--- src/rtl/mem_arbiter.sv ---
// Two-requester round-robin arbiter for the 12-bit peripheral memory bus.
// It carries one transaction at a time and aborts a read whose downstream response never arrives.
module mem_arbiter #(
  parameter int unsigned RSP_TIMEOUT = 16
) (
  input  logic        clk,
  input  logic        reset_,

  input  logic        req0_cmd_valid,
  output logic        req0_cmd_ready,
  input  logic        req0_cmd_wr,
  input  logic [11:0] req0_cmd_addr,
  input  logic [31:0] req0_cmd_wdata,
  output logic        req0_rsp_valid,
  output logic [31:0] req0_rsp_rdata,
  output logic        req0_rsp_err,

  input  logic        req1_cmd_valid,
  output logic        req1_cmd_ready,
  input  logic        req1_cmd_wr,
  input  logic [11:0] req1_cmd_addr,
  input  logic [31:0] req1_cmd_wdata,
  output logic        req1_rsp_valid,
  output logic [31:0] req1_rsp_rdata,
  output logic        req1_rsp_err,

  output logic        mem_cmd_valid,
  output logic        mem_cmd_wr,
  output logic [11:0] mem_cmd_addr,
  output logic [31:0] mem_cmd_wdata,
  input  logic        mem_rsp_ready,
  input  logic [31:0] mem_rsp_rdata
);

  typedef enum logic [1:0] {
    IDLE     = 2'd0,
    ISSUE    = 2'd1,
    WAIT_RSP = 2'd2
  } state_t;

  localparam logic [8:0] TIMEOUT_LIMIT = 9'(RSP_TIMEOUT);

  state_t      state;
  state_t      state_next;
  logic        last_grant;
  logic        owner;
  logic [7:0]  wait_cnt;
  logic        winner;
  logic        accept;
  logic        timeout;
  logic        rsp_done;

  // On a tie the requester that did not win last time is served.
  // NOTE: every signal assigned in always_comb gets a default first, so no path leaves it unassigned and no latch is inferred.
  always_comb begin
    winner = 1'b0;
    if (req0_cmd_valid && req1_cmd_valid) begin
      winner = ~last_grant;
    end else if (req1_cmd_valid) begin
      winner = 1'b1;
    end
  end

  assign accept         = (state == IDLE) && (req0_cmd_valid || req1_cmd_valid);
  assign req0_cmd_ready = accept && !winner;
  assign req1_cmd_ready = accept &&  winner;
  assign mem_cmd_valid  = (state == ISSUE);

  // Abort fires in the WAIT_RSP cycle that places the error response RSP_TIMEOUT cycles after ISSUE.
  assign timeout  = (state == WAIT_RSP) && !mem_rsp_ready &&
                    (({1'b0, wait_cnt} + 9'd2) >= TIMEOUT_LIMIT);
  assign rsp_done = (state == WAIT_RSP) && (mem_rsp_ready || timeout);

  always_comb begin
    state_next = state;
    unique case (state)
      IDLE:     if (accept) state_next = ISSUE;
      ISSUE:    state_next = mem_cmd_wr ? IDLE : WAIT_RSP;
      WAIT_RSP: if (rsp_done) state_next = IDLE;
      default:  state_next = IDLE;
    endcase
  end

  // NOTE: sequential state uses non-blocking assignments so every register samples pre-edge values.
  always_ff @(posedge clk or negedge reset_) begin
    if (!reset_) begin
      state         <= IDLE;
      last_grant    <= 1'b1;
      owner         <= 1'b0;
      wait_cnt      <= '0;
      mem_cmd_wr    <= 1'b0;
      mem_cmd_addr  <= '0;
      mem_cmd_wdata <= '0;
    end else begin
      state <= state_next;
      if (accept) begin
        owner         <= winner;
        last_grant    <= winner;
        mem_cmd_wr    <= winner ? req1_cmd_wr    : req0_cmd_wr;
        mem_cmd_addr  <= winner ? req1_cmd_addr  : req0_cmd_addr;
        mem_cmd_wdata <= winner ? req1_cmd_wdata : req0_cmd_wdata;
      end
      if (state == ISSUE) begin
        wait_cnt <= '0;
      end else if ((state == WAIT_RSP) && !mem_rsp_ready) begin
        wait_cnt <= wait_cnt + 8'd1;
      end
    end
  end

  // Response data and error flag persist per requester until that requester's next response.
  always_ff @(posedge clk or negedge reset_) begin
    if (!reset_) begin
      req0_rsp_valid <= 1'b0;
      req0_rsp_rdata <= '0;
      req0_rsp_err   <= 1'b0;
      req1_rsp_valid <= 1'b0;
      req1_rsp_rdata <= '0;
      req1_rsp_err   <= 1'b0;
    end else begin
      req0_rsp_valid <= 1'b0;
      req1_rsp_valid <= 1'b0;
      if (rsp_done && !owner) begin
        req0_rsp_valid <= 1'b1;
        req0_rsp_rdata <= mem_rsp_ready ? mem_rsp_rdata : 32'h0;
        req0_rsp_err   <= !mem_rsp_ready;
      end
      if (rsp_done && owner) begin
        req1_rsp_valid <= 1'b1;
        req1_rsp_rdata <= mem_rsp_ready ? mem_rsp_rdata : 32'h0;
        req1_rsp_err   <= !mem_rsp_ready;
      end
    end
  end

endmodule

--- config.mk ---
export PLATFORM = sky130hd
export DESIGN_NAME = mem_arbiter
export DESIGN_NICKNAME = d
export VERILOG_FILES = /design/src/rtl/mem_arbiter.sv
export SDC_FILE = /design/constraint.sdc
export NUM_CORES = 1
export LEC_CHECK = 0
export BUFFER_PORTS_ARGS = -buffer_cell sky130_fd_sc_hd__buf_2
export CAP_MARGIN = 15
export CORE_MARGIN = 5
export CORE_UTILIZATION = 45
export CTS_BUF_LIST = sky130_fd_sc_hd__clkbuf_4 sky130_fd_sc_hd__clkbuf_8 sky130_fd_sc_hd__clkbuf_16
export DETAILED_ROUTE_END_ITERATION = 10
export PLACE_DENSITY = 0.76
export SLEW_MARGIN = 40
export SYNTH_ARGS = -nofsm -noshare
export SYNTH_HDL_FRONTEND = slang
export SYNTH_SLANG_ARGS = --single-unit
--- constraint.sdc ---
create_clock -name clk -period 4.9 [get_ports clk]
set_input_delay 0.98 -clock clk [delete_from_list [all_inputs] [get_ports clk]]
set_output_delay 0.98 -clock clk [all_outputs]
set_load 0.05 [all_outputs]
==> results.json <==
{
  "grt_use_total": 0.223,
  "synth-main-ff-cell": "dfrtp_1",
  "setup_viol": 0,
  "grt_pass1_vias": 5344,
  "powerDensity_nw_per_um2": 733,
  "seq_area_frac_synth": 0.535,
  "regArea_um2": 3130,
  "synth_nets": 712,
  "fin_crit_sh": 0.622,
  "post_cts_resize_count": 0,
  "final_cell_mix": "buf_2, nand2_1, dfrtp_1",
  "hold_slack_ps": 455,
  "synth_edf_count": 0,
  "stdcell_area_um2": 7670,
  "top_usage_layer": "met2",
  "ys_ff_latch": 125,
  "crit_slowest_cell": "a2111oi_4",
  "ys_types": 51,
  "syn-cell-area_um2": 5840,
  "htreeDepth": 4,
  "grt_max_degree": 70,
  "cp.required_ps": 3920,
  "gp_congestion": 0.825,
  "worstHoldStart": "mem_cmd_wdata[29]",
  "timing.slew.headroom": 0.472,
  "routed_wl_um": 17200,
  "hold_path_class": "flip-flop to flip-flop",
  "cts.sinks": 125,
  "chipHeight_um": 124,
  "min_path_cells": 2,
  "hpwl_um": 12100,
  "n_fill_cell": 1074,
  "grt_use_met1": 0.286,
  "first_pass_iters": 5,
  "port-buffer-count": 242,
  "p_leak_nw": 3.71,
  "worstPathArrival_ps": 2070,
  "ant_nets": 0,
  "cts_buffers": 17,
  "cp_common_cell": "buf_2",
  "sequentialPowerShare": 0.303,
  "synth_cells": 582,
  "reg2reg_to": "req0_rsp_rdata[7]",
  "ir_worst_vdd_mv": 0.428,
  "fin_ws_ps": 1850,
  "critPathKind": "input pin to output pin",
  "finalSetupTns_ps": 0,
  "async_reset_ff_frac": 1.00,
  "area_growth_pct": 31.3,
  "start_util": 0.461,
  "post_synth.cell_area_avg_um2": 10.0,
  "core_um2": 12700,
  "post_cts_buffers": 0,
  "slew_viol_final": 0,
  "reg2reg_slack_ps": 2540,
  "path_clk_slew_ps": 50,
  "grt_setup_unrepaired": "false",
  "reg2regPathDepth": 6,
  "fin_crit_ps": 3050,
  "status": "finished clean",
  "viasPerCell": 5.54,
  "slowest_delay_ps": 490,
  "final_nets": 935,
  "met3_usage": 0.0713,
  "tritoncts": "built",
  "layout_commonest_cell": "buf_2",
  "timing.rr.start": "state[0]",
  "max_freq_mhz": 328,
  "root_buffer": "clkbuf_16",
  "place_area_um2": 7100,
  "combPwrFrac": 0.486,
  "place_ws_ps": 1850,
  "gr-total-overflow": 0,
  "switchingPower_w": 0.00275,
  "finalHoldViolCount": 0,
  "critPathMaxFanout": 3,
  "utilization": 0.606,
  "endpoint_kind": "output pin",
  "die_w_um": 124,
  "cp-start-kind": "input pin",
  "hold_buffers": 0,
  "path_cells": "buf_2 > nand2_1 > a2111oi_4 > buf_2",
  "clkPwrFrac": 0.211,
  "switching_share": 0.489,
  "worstMarginPinSlew_ps": 792,
  "post_drt_wl_per_cell_um": 17.4,
  "die_area_um2": 15400,
  "ys_warn_count": 0,
  "n_antenna_cell": 0,
  "io-pin-count": 243,
  "clkLatencyLatePin_ps": 410,
  "layout-drive-gt1-share": 0.406,
  "internal_power_w": 0.00287,
  "grt_pass1_wl_um": 26600,
  "skew_ps": 9.00,
  "use_met2": 0.359,
  "dr.first_iter.drc_count": 508,
  "multi_input_area_um2": 2420,
  "maxCapViolCount": 0,
  "drc": 0,
  "vias": 5472,
  "antenna_found_initial": 0,
  "cts_buffer_depth": 2,
  "holdPathEnd": "mem_cmd_wdata[29]",
  "rows": 41
}
cells by family (layout without fill, tap and decap cells):
logic type,after synthesis,count (layout),synth area share
AND/OR/NAND/NOR,190,190,0.134
adder cells (fa/ha/maj),3,3,0.00642
AO/OA/AOI/OAI,208,208,0.266
flip-flops,125,125,0.535
buffers and inverters,55,289,0.0561
XOR/XNOR,1,1,0.00150
stage by stage:
| stage | std cells | power (W) |
|---|---|---|
| after floorplan | 582 | 0.00376 |
| after CTS | 988 | 0.00567 |
| after detailed placement | 958 | 0.00447 |
| after global routing | 988 | 0.00594 |
| final | 988 | 0.00563 |
| after global placement | 956 | 0.00437 |
power by group through the flow:
stage          Clock [W]  Sequential [W]  Combinational [W]
2_1_floorplan          0         0.00288           0.000874
3_3_place_gp           0         0.00168            0.00268
3_5_place_dp           0         0.00171            0.00276
4_1_cts          0.00121         0.00170            0.00276
5_1_grt          0.00127         0.00175            0.00292
6_report         0.00119         0.00171            0.00273
sequential cells by signal, indices dropped and copies added (netlist names):
signal          count
req1_rsp_valid      1
owner               1
state               2
req0_rsp_err        1
wait_cnt            8
last_grant          1
req1_rsp_err        1
mem_cmd_wdata      32
req0_rsp_rdata     32
req1_rsp_rdata     32
mem_cmd_addr       12
req0_rsp_valid      1
mem_cmd_wr          1
worst max path at each step:
stage / depth (start not counted) / slack [ps] / to / from
floorplan: 3 / 1970 / req0_cmd_ready / req0_cmd_valid
global placement: 4 / 1860 / req0_cmd_ready / req0_cmd_valid
detailed placement: 4 / 1850 / req0_cmd_ready / req0_cmd_valid
CTS: 4 / 1840 / req0_cmd_ready / req0_cmd_valid
global route: 3 / 1750 / mem_cmd_valid / state[0]
finish: 4 / 1850 / req0_cmd_ready / req0_cmd_valid
final cells by class:
| cell class | count | share of cell area |
|---|---|---|
| tap | 172 | 0.0280 |
| sequential | 125 | 0.408 |
| timing repair buffer | 253 | 0.171 |
| inverter | 6 | 0.00294 |
| multi-input combinational | 402 | 0.316 |
| clock inverter | 6 | 0.00783 |
| clock buffer | 24 | 0.0664 |
synth_stat cells (all sizes together), types with 2 or more instances:
cell type	count	area, um^2
o32ai	3	26.3
inv	5	18.8
and3	2	13.8
ha	3	37.5
o31ai	3	22.5
a32o	3	30.0
a22oi	109	868
nor2	7	33.8
nor4	3	18.8
nand3b	2	18.8
clkbuf	23	96.3
nand2	163	612
buf	26	209
a21o	4	30.0
a21oi	6	30.0
o21ai	70	440
dfrtp	124	3100
nor3	4	20.0
critical path: cells and delay by family:
family                 cells  cell delay, ps
AOI/OAI and AO/OA          1             490
buffers and inverters      2             480
and+or+nand+nor            1             110
layer usage:
metal | wire length, um | part of all wire
met1 | 6880 | 0.40
met2 | 8430 | 0.49
met3 | 1690 | 0.098
met4 | 194 | 0.011
met5 | 0 | 0
Power figures use the tool's default switching activity.
